`src/rtl/bf_sweep_ctrl.sv`:
```
// ---------------------------------------------------------------------------
// bf_sweep_ctrl
//
// Purpose:
//   Exhaustive sweep sequencer for the 3-input boolean-function (BF) unit
//   whose outputs D and E should both equal NOR(A&B, C). On a start request
//   it walks the input vector v = 0..7 onto the unit (A=v[2], B=v[1],
//   C=v[0]), holds each vector for SETTLE_CYCLES extra cycles, samples D and
//   E on the last cycle of the hold, and accumulates the failure count and
//   the lowest failing vector. Results are held until the next start, an
//   abort or a reset.
//
// Parameters:
//   SETTLE_CYCLES    extra hold cycles per vector before sampling (0..255)
//
// Ports:
//   clk              system clock, rising edge
//   rst              asynchronous active-high reset
//   start            sweep request (ignored while busy)
//   abort            cancel sweep, clear results (beats start)
//   bf_a/bf_b/bf_c   registered drive to BF unit inputs A/B/C
//   bf_d/bf_e        BF unit outputs D/E
//   busy             sweep in progress
//   done             sweep finished, results valid (level)
//   pass             done with no failing vectors
//   err_cnt          number of failing vectors, 0..8
//   first_fail_vec   lowest failing vector index
//   first_fail_valid at least one vector failed
// ---------------------------------------------------------------------------
module bf_sweep_ctrl #(
    parameter int unsigned SETTLE_CYCLES = 2
) (
    input  logic       clk,
    input  logic       rst,
    input  logic       start,
    input  logic       abort,
    output logic       bf_a,
    output logic       bf_b,
    output logic       bf_c,
    input  logic       bf_d,
    input  logic       bf_e,
    output logic       busy,
    output logic       done,
    output logic       pass,
    output logic [3:0] err_cnt,
    output logic [2:0] first_fail_vec,
    output logic       first_fail_valid
);

    // A zero settle time still needs a one-bit counter so the compare below
    // stays well formed; with SETTLE_CYCLES=0 it simply never advances.
    localparam int unsigned CNT_W = (SETTLE_CYCLES < 1) ? 1 : $clog2(SETTLE_CYCLES + 1);
    localparam logic [CNT_W-1:0] CNT_LAST = CNT_W'(SETTLE_CYCLES);

    typedef enum logic [1:0] {
        IDLE = 2'd0,
        RUN  = 2'd1,
        DONE = 2'd2
    } state_t;

    state_t           state;
    state_t           state_next;
    logic [2:0]       vec;
    logic [2:0]       vec_next;
    logic [CNT_W-1:0] cnt;
    logic [CNT_W-1:0] cnt_next;
    logic             busy_next;
    logic             done_next;
    logic             pass_next;
    logic [3:0]       err_cnt_next;
    logic [2:0]       first_fail_vec_next;
    logic             first_fail_valid_next;

    logic             golden;
    logic             vec_fail;
    logic             sample;
    logic [3:0]       err_sum;

    // The vector register is the BF drive: it is a flop, so the unit's inputs
    // are registered, and it naturally rests at 3'b111 once the sweep ends.
    assign bf_a = vec[2];
    assign bf_b = vec[1];
    assign bf_c = vec[0];

    // State register for the FSM and every datapath/result flop. All of them
    // drop to zero immediately on reset, independent of the clock.
    always_ff @(posedge clk or posedge rst) begin
        if (rst) begin
            state            <= IDLE;
            vec              <= 3'd0;
            cnt              <= '0;
            busy             <= 1'b0;
            done             <= 1'b0;
            pass             <= 1'b0;
            err_cnt          <= 4'd0;
            first_fail_vec   <= 3'd0;
            first_fail_valid <= 1'b0;
        end else begin
            state            <= state_next;
            vec              <= vec_next;
            cnt              <= cnt_next;
            busy             <= busy_next;
            done             <= done_next;
            pass             <= pass_next;
            err_cnt          <= err_cnt_next;
            first_fail_vec   <= first_fail_vec_next;
            first_fail_valid <= first_fail_valid_next;
        end
    end

    // Next-state and next-result logic. Everything holds by default; the
    // sample edge is the last cycle of a vector's hold window. A vector counts
    // once even if both D and E are wrong. Abort is applied last so it
    // overrides any start or sample decision made in the same cycle.
    always_comb begin
        state_next            = state;
        vec_next              = vec;
        cnt_next              = cnt;
        busy_next             = busy;
        done_next             = done;
        pass_next             = pass;
        err_cnt_next          = err_cnt;
        first_fail_vec_next   = first_fail_vec;
        first_fail_valid_next = first_fail_valid;

        golden   = ~((vec[2] & vec[1]) | vec[0]);
        vec_fail = (bf_d != golden) || (bf_e != golden);
        sample   = (cnt == CNT_LAST);
        err_sum  = err_cnt + {3'd0, vec_fail};

        case (state)
            IDLE, DONE: begin
                if (start) begin
                    state_next            = RUN;
                    vec_next              = 3'd0;
                    cnt_next              = '0;
                    busy_next             = 1'b1;
                    done_next             = 1'b0;
                    pass_next             = 1'b0;
                    err_cnt_next          = 4'd0;
                    first_fail_vec_next   = 3'd0;
                    first_fail_valid_next = 1'b0;
                end
            end
            RUN: begin
                if (sample) begin
                    err_cnt_next = err_sum;
                    if (vec_fail && !first_fail_valid) begin
                        first_fail_vec_next   = vec;
                        first_fail_valid_next = 1'b1;
                    end
                    if (vec == 3'd7) begin
                        state_next = DONE;
                        busy_next  = 1'b0;
                        done_next  = 1'b1;
                        pass_next  = (err_sum == 4'd0);
                    end else begin
                        vec_next = vec + 3'd1;
                        cnt_next = '0;
                    end
                end else begin
                    cnt_next = cnt + CNT_W'(1);
                end
            end
            default: begin
                state_next = IDLE;
            end
        endcase

        if (abort) begin
            state_next            = IDLE;
            vec_next              = 3'd0;
            cnt_next              = '0;
            busy_next             = 1'b0;
            done_next             = 1'b0;
            pass_next             = 1'b0;
            err_cnt_next          = 4'd0;
            first_fail_vec_next   = 3'd0;
            first_fail_valid_next = 1'b0;
        end
    end

endmodule
```
`config.mk`:
```
export PLATFORM = sky130hd
export DESIGN_NAME = bf_sweep_ctrl
export DESIGN_NICKNAME = d
export VERILOG_FILES = /design/src/rtl/bf_sweep_ctrl.sv
export SDC_FILE = /design/constraint.sdc
export NUM_CORES = 1
export LEC_CHECK = 0
export BUFFER_PORTS_ARGS = -buffer_cell sky130_fd_sc_hd__buf_4
export CORE_ASPECT_RATIO = 1.25
export CORE_MARGIN = 2
export CORE_UTILIZATION = 56
export DETAILED_ROUTE_END_ITERATION = 8
export MAX_ROUTING_LAYER = met4
export PLACE_DENSITY = 0.77
export RECOVER_POWER = 25
export SLEW_MARGIN = 20
export SYNTH_ARGS = -nofsm -noshare
export SYNTH_HDL_FRONTEND = slang
export SYNTH_SLANG_ARGS = --single-unit
```
`constraint.sdc`:
```
create_clock -name clk -period 5.5 [get_ports clk]
set_input_delay 1.1 -clock clk [delete_from_list [all_inputs] [get_ports clk]]
set_output_delay 1.1 -clock clk [all_outputs]
set_load 0.01 [all_outputs]
```
# Word-level counts from Yosys, hierarchy flattened
# Index checks and enable logic that the tools add are counted.
# totals
output_inout_bits,14
ff_bits,18
word_cells,81
inputBits,6
# classes
add_sub_neg,3
mux,41
eq_ne,12
reduce_logical,13
n_bitwise,3
# ops
cell,count
2-to-1 mux 3 bit,7
2-to-1 mux 2 bit,8
"inequality test 3 bit, second input constant",5
2-to-1 mux 1 bit,14
2-to-1 mux 4 bit,3
case mux 3 bit (2 select lines),2
AND reduction 4 bit,3
AND reduction 3 bit,3
case mux 1 bit (2 select lines),4
case mux 2 bit (2 select lines),2
case mux 4 bit (2 select lines),1
adder 4 x 1 -> 4 bit,1
"== test 2 bit, second input constant",2
zero test 4 bit,1
"inequality test 4 bit, second input constant",1
"adder 3 x 1 -> 3 bit, second input constant",1
"== test 3 bit, second input constant",1
nonzero test 3 bit,1
"adder 2 x 1 -> 2 bit, second input constant",1
"== test 2 x 1 -> 1 bit, second input constant",1
zero test 2 bit,1
inequality test 1 bit,2
OR reduction 2 bit,1
bitwise AND 1 bit,1
other kinds (5),5

# Depth between registers and ports, before layout
# logic_depth
depth_word,11
mapped_depth,8
ltp_nobuf,8

# Worst setup path after synthesis
# No wires, ideal clock.
# synth_path
kind,input-to-reg
from,input bf_e
to,register pass
path_buffers,0
slack_ns,3.129
setup_ns,0.083
arrival_ns,2.289
stages,7
cell_sequence,and2_1 > mux2i_1 > ha_1 > ha_1 > nor3_1 > nand3_1 > o21ai_0
# synth_between
elab_chain_cells,8
# synth_rtl
item,line,rtl
from (decl),41,"input logic bf_e,"
inequality test 1 bit,127,vec_fail = (bf_d != golden) || (bf_e != golden);
logical OR 1 bit,127,
adder 4 x 1 -> 4 bit,129,"err_sum = err_cnt + {3'd0, vec_fail};"
zero test 4 bit,156,pass_next = (err_sum == 4'd0);
2-to-1 mux 1 bit,152,if (vec == 3'd7) begin
2-to-1 mux 1 bit,146,if (sample) begin
case mux 1 bit (2 select lines),131,case (state)
2-to-1 mux 1 bit,170,if (abort) begin
to (signal assigned),104,pass <= pass_next;
to (decl),44,"output logic pass,"
# Every way passes these cells. The select of a mux whose other input is x is not followed.
# A chain may end at the register's enable or synchronous reset.

# Worst setup path in the final report
# Ends and elaborated chain as after synthesis.

==> Implementation_results.wiki <==
{| class="wikitable"
! Metric !! Value
|-
| Status || finished, final reports clean
|-
| Distinct cell type count of the synthesized netlist || 36
|-
| Worst skew pair latency || 290 ps
|-
| Routed WL || 1900 µm
|-
| Clock tree from TritonCTS || yes
|-
| Combinational fraction of design power || 0.138
|-
| Total number of placement rows || 16
|-
| Inserted Diodes || 0
|-
| Placed cell count || 123
|-
| Unrepaired setup endpoints after global routing || no
|-
| Switching fraction of total power || 0.2617
|-
| Slew at the pin with the worst max-slew slack || 666.8 ps
|-
| Critical Path AT || 2640 ps
|-
| Critical path class || in -> reg
|-
| Internal Dissipation || slightly below 0.0002 W
|-
| Antenna-violating nets left || 0
|-
| Vias in the first global route || 690
|-
| Warnings, synthesis || 0
|-
| Synthesized net count || 100
|-
| Synth Area per Inst || roughly 11 µm²
|-
| Cell Area, Synth || just under 1000 µm²
|-
| Synthesis-to-finish area growth || 16.73%
|-
| Nets@finish || 120
|-
| Ratio of cells with drive above 1 in the final layout || 0.2936
|-
| Total negative slack || 0 ps
|-
| Category of the worst setup path launch point || input port
|-
| Total die area || 2073 µm²
|-
| DIE HEIGHT || between 50 and 60 µm
|-
| Filler cell count || 126
|-
| Last weighted congestion value of the routability-driven placer || 0.7932
|-
| Maximum buffer depth of the clock tree || 2
|-
| Most instantiated cells after synthesis || sky130_fd_sc_hd__dfrtp_1 (18), sky130_fd_sc_hd__nand2_1 (9), sky130_fd_sc_hd__o21ai_0 (8)
|-
| Effective utilization at floorplan || 0.6023
|-
| Main flop type after synthesis || sky130_fd_sc_hd__dfrtp_1
|-
| Post-route worst setup slack || 3082 ps
|-
| First-pass GRT wire length || 3036 µm
|-
| EDFF count, synth || 0
|-
| Clock buffer count from CTS || 3
|-
| Slowest cell on crit path || sky130_fd_sc_hd__mux2i_1
|-
| Post-route non-filler standard cell count || 127
|-
| Power Density || ~230 nW/µm²
|-
| Gr usage total || 0.2192
|-
| Post-synth top area share || 0.4669
|-
| Clock slew at reported path FFs || 110 ps
|-
| Post-synthesis cell count || 90
|-
| Remaining global-route overflow || 0
|-
| Element type at the critical path end || flip-flop
|-
| Clock network fraction of design power || 0.319
|-
| Core footprint || ~1600 µm²
|-
| Via count || 744
|-
| Share of power burned in registers || 0.544
|-
| Library cell appearing most often on the critical path || sky130_fd_sc_hd__ha_1
|-
| Critical path, cell by cell || buf_4 > and2_1 > mux2i_1 > ha_1 > ha_1 > xor2_1 > nor3_1 > nand3_1 > o21ai_0
|-
| Portion of the post-synthesis area used by sequential elements || 0.4669
|-
| Synth area leaders || sky130_fd_sc_hd__dfrtp_1 (47%), sky130_fd_sc_hd__ha_1 (5.2%), sky130_fd_sc_hd__o21ai_0 (4.2%), sky130_fd_sc_hd__nand2_1 (3.5%), sky130_fd_sc_hd__a21oi_1 (3.1%)
|-
| Area leader, netlist || sky130_fd_sc_hd__dfrtp_1
|-
| Leakage power summed over all cells || around 0.57 nW
|-
| Largest net degree at the start of global routing || 19
|-
| Setup slack at placement || ~2900 ps
|-
| First DRT Iteration DRCs || 14
|-
| Post-CTS sizing || 0
|-
| Post-route minimum period || 2418 ps
|-
| Max-slew headroom || 0.5550
|-
| Period Utilization, post-route || 0.4397
|-
| Detailed-route wire length per cell || about 15 µm
|-
| Flops & latches, synth || 18
|-
| Post-synth ARST share || 1.000
|-
| Chip Width || around 40 µm
|-
| Post-detailed-placement half-perimeter wirelength || 1363 µm
|-
| Net load switching power || ~0.000068 W
|-
| Largest clock skew in the final design || approximately 1.0 ps
|-
| CP Data Required Time || 5720 ps
|-
| H-tree Lvls || 1
|-
| Clk sinks || 18
|-
| Number of vias per cell || 5.858
|-
| Max Transition Viols Final || 0
|-
| IR Drop Worst-Case VDD || 0.2429 mV
|-
| Final Hold Fails || 0
|-
| Drt drc || 0
|-
| Highest fanout seen on the critical path || 4
|-
| HP Class || reg -> reg
|-
| Number of input and output port buffers inserted || 19
|-
| Num ports || 20
|-
| Hold bufs inserted after CTS || 0
|-
| Max-Cap Viols || 0
|-
| Pre-Repair DR Iteration Count || 5
|-
| Antenna violations before repair || 0
|-
| Max Freq || around 410 MHz
|-
| Setup-violating endpoint count in the final report || 0
|-
| Number of buffers inserted by post-CTS setup repair || 0
|-
| Clock root buffer || sky130_fd_sc_hd__clkbuf_4
|-
| Most frequent cell after synthesis || sky130_fd_sc_hd__dfrtp_1
|-
| Highest cell delay on the worst timing path || roughly 330 ps
|}
## final cells by class
type	instances	area, µm²	share of cell area
Multi-Input combinational cell	66	466.7	0.4144
Sequential cell	18	450.4	0.4000
Timing Repair Buffer	19	142.6	0.1267
Clock buffer	4	36.28	0.03222
Tap cell	18	22.52	0.02000
Inverter	2	7.507	0.006667
## registers in the layout (all words and copies together), names as in the netlist
| signal | cells |
|---|---|
| done | 1 |
| first_fail_valid | 1 |
| state | 2 |
| pass | 1 |
| vec | 3 |
| cnt | 2 |
| err_cnt | 4 |
| busy | 1 |
| first_fail_vec | 3 |
## kinds of logic after synthesis
| group | Yosys count | synth area share |
|---|---|---|
| AO/OA/AOI/OAI | 22 | 0.1479 |
| adder cells (fa/ha/maj) | 4 | 0.05188 |
| multiplexers | 2 | 0.02205 |
| buffers and inverters | 6 | 0.04929 |
| XOR/XNOR | 2 | 0.01816 |
| AND/OR/NAND/NOR | 36 | 0.2439 |
| flip-flops | 18 | 0.4669 |
## layout by cell type (no fill, tap or decap), drive strengths merged
cell type	Yosys	final
a32o	3	3
mux2	1	1
o21ai	8	8
a21oi	6	6
o31ai	2	2
buf	2	18
or3	1	1
dfrtp	18	18
nand3	2	2
nor4b	1	1
and2	1	1
nor2b	2	2
xnor2	1	1
inv	2	2
ha	4	4
a21o	1	1
and2b	1	1
nand3b	1	1
clkbuf	2	5
nand2	9	9
nor3b	1	1
a22o	2	2
and4bb	1	1
nor2	6	6
xor2	1	1
nand2b	2	2
nor3	5	5
mux2i	1	1
and3b	1	1
or3b	2	2
## layer usage
metal | vias to the layer above | wire [µm] | GRT usage
met2 | 20 | 982 | 0.3594
met1 | 359 | 809 | 0.2676
met5 | - | 0 | -
li1 | 361 | - | -
met4 | 0 | 39 | 0.07527
met3 | 4 | 68 | 0.02655
## worst paths after layout
check | cells past startpoint | slack (ps) | start | end
worst max-delay path | 9 | 3080 | bf_e | pass
worst min-delay path | 1 | 540 | cnt[1] | cnt[0]
worst max register to register | 8 | 3430 | vec[1] | pass
worst min register to register | 1 | 540 | cnt[1] | cnt[0]
max in group asynchronous | 2 | 4180 | rst | first_fail_vec[1]
min in group asynchronous | 2 | 900 | rst | vec[2]
## worst max-delay path, delay by kind of cell
kind / cells / cell delay, ps
buffers and inverters: 1 / 110
multiplexers: 1 / 330
AND/OR/NAND/NOR: 3 / 380
adder cells (fa/ha/maj): 2 / 470
AO/OA/AOI/OAI: 1 / 170
XOR/XNOR: 1 / 90
## power by group through the flow
stage | registers (W) | clock network (W) | logic [W]
floorplan | 0.000144 | 0 | 0.0000257
global placement | 0.000144 | 0 | 0.0000350
detailed placement | 0.000144 | 0 | 0.0000357
CTS | 0.000141 | 0.0000835 | 0.0000364
global route | 0.000142 | 0.0000869 | 0.0000401
finish | 0.000141 | 0.0000828 | 0.0000358
## metrics by stage
step                      area [µm²]  total power (W)    util  hold WS (ps)
final                           1126        0.0002601  0.7031         542.1
after global routing            1126        0.0002691  0.7031         559.8
after CTS                       1126        0.0002613  0.7031         537.1
after detailed placement        1090        0.0001795  0.6805         511.6
after global placement          1090        0.0001786  0.6805         500.1
after floorplan                964.7        0.0001697       -         477.1
(Power assumes the default switching activity.)
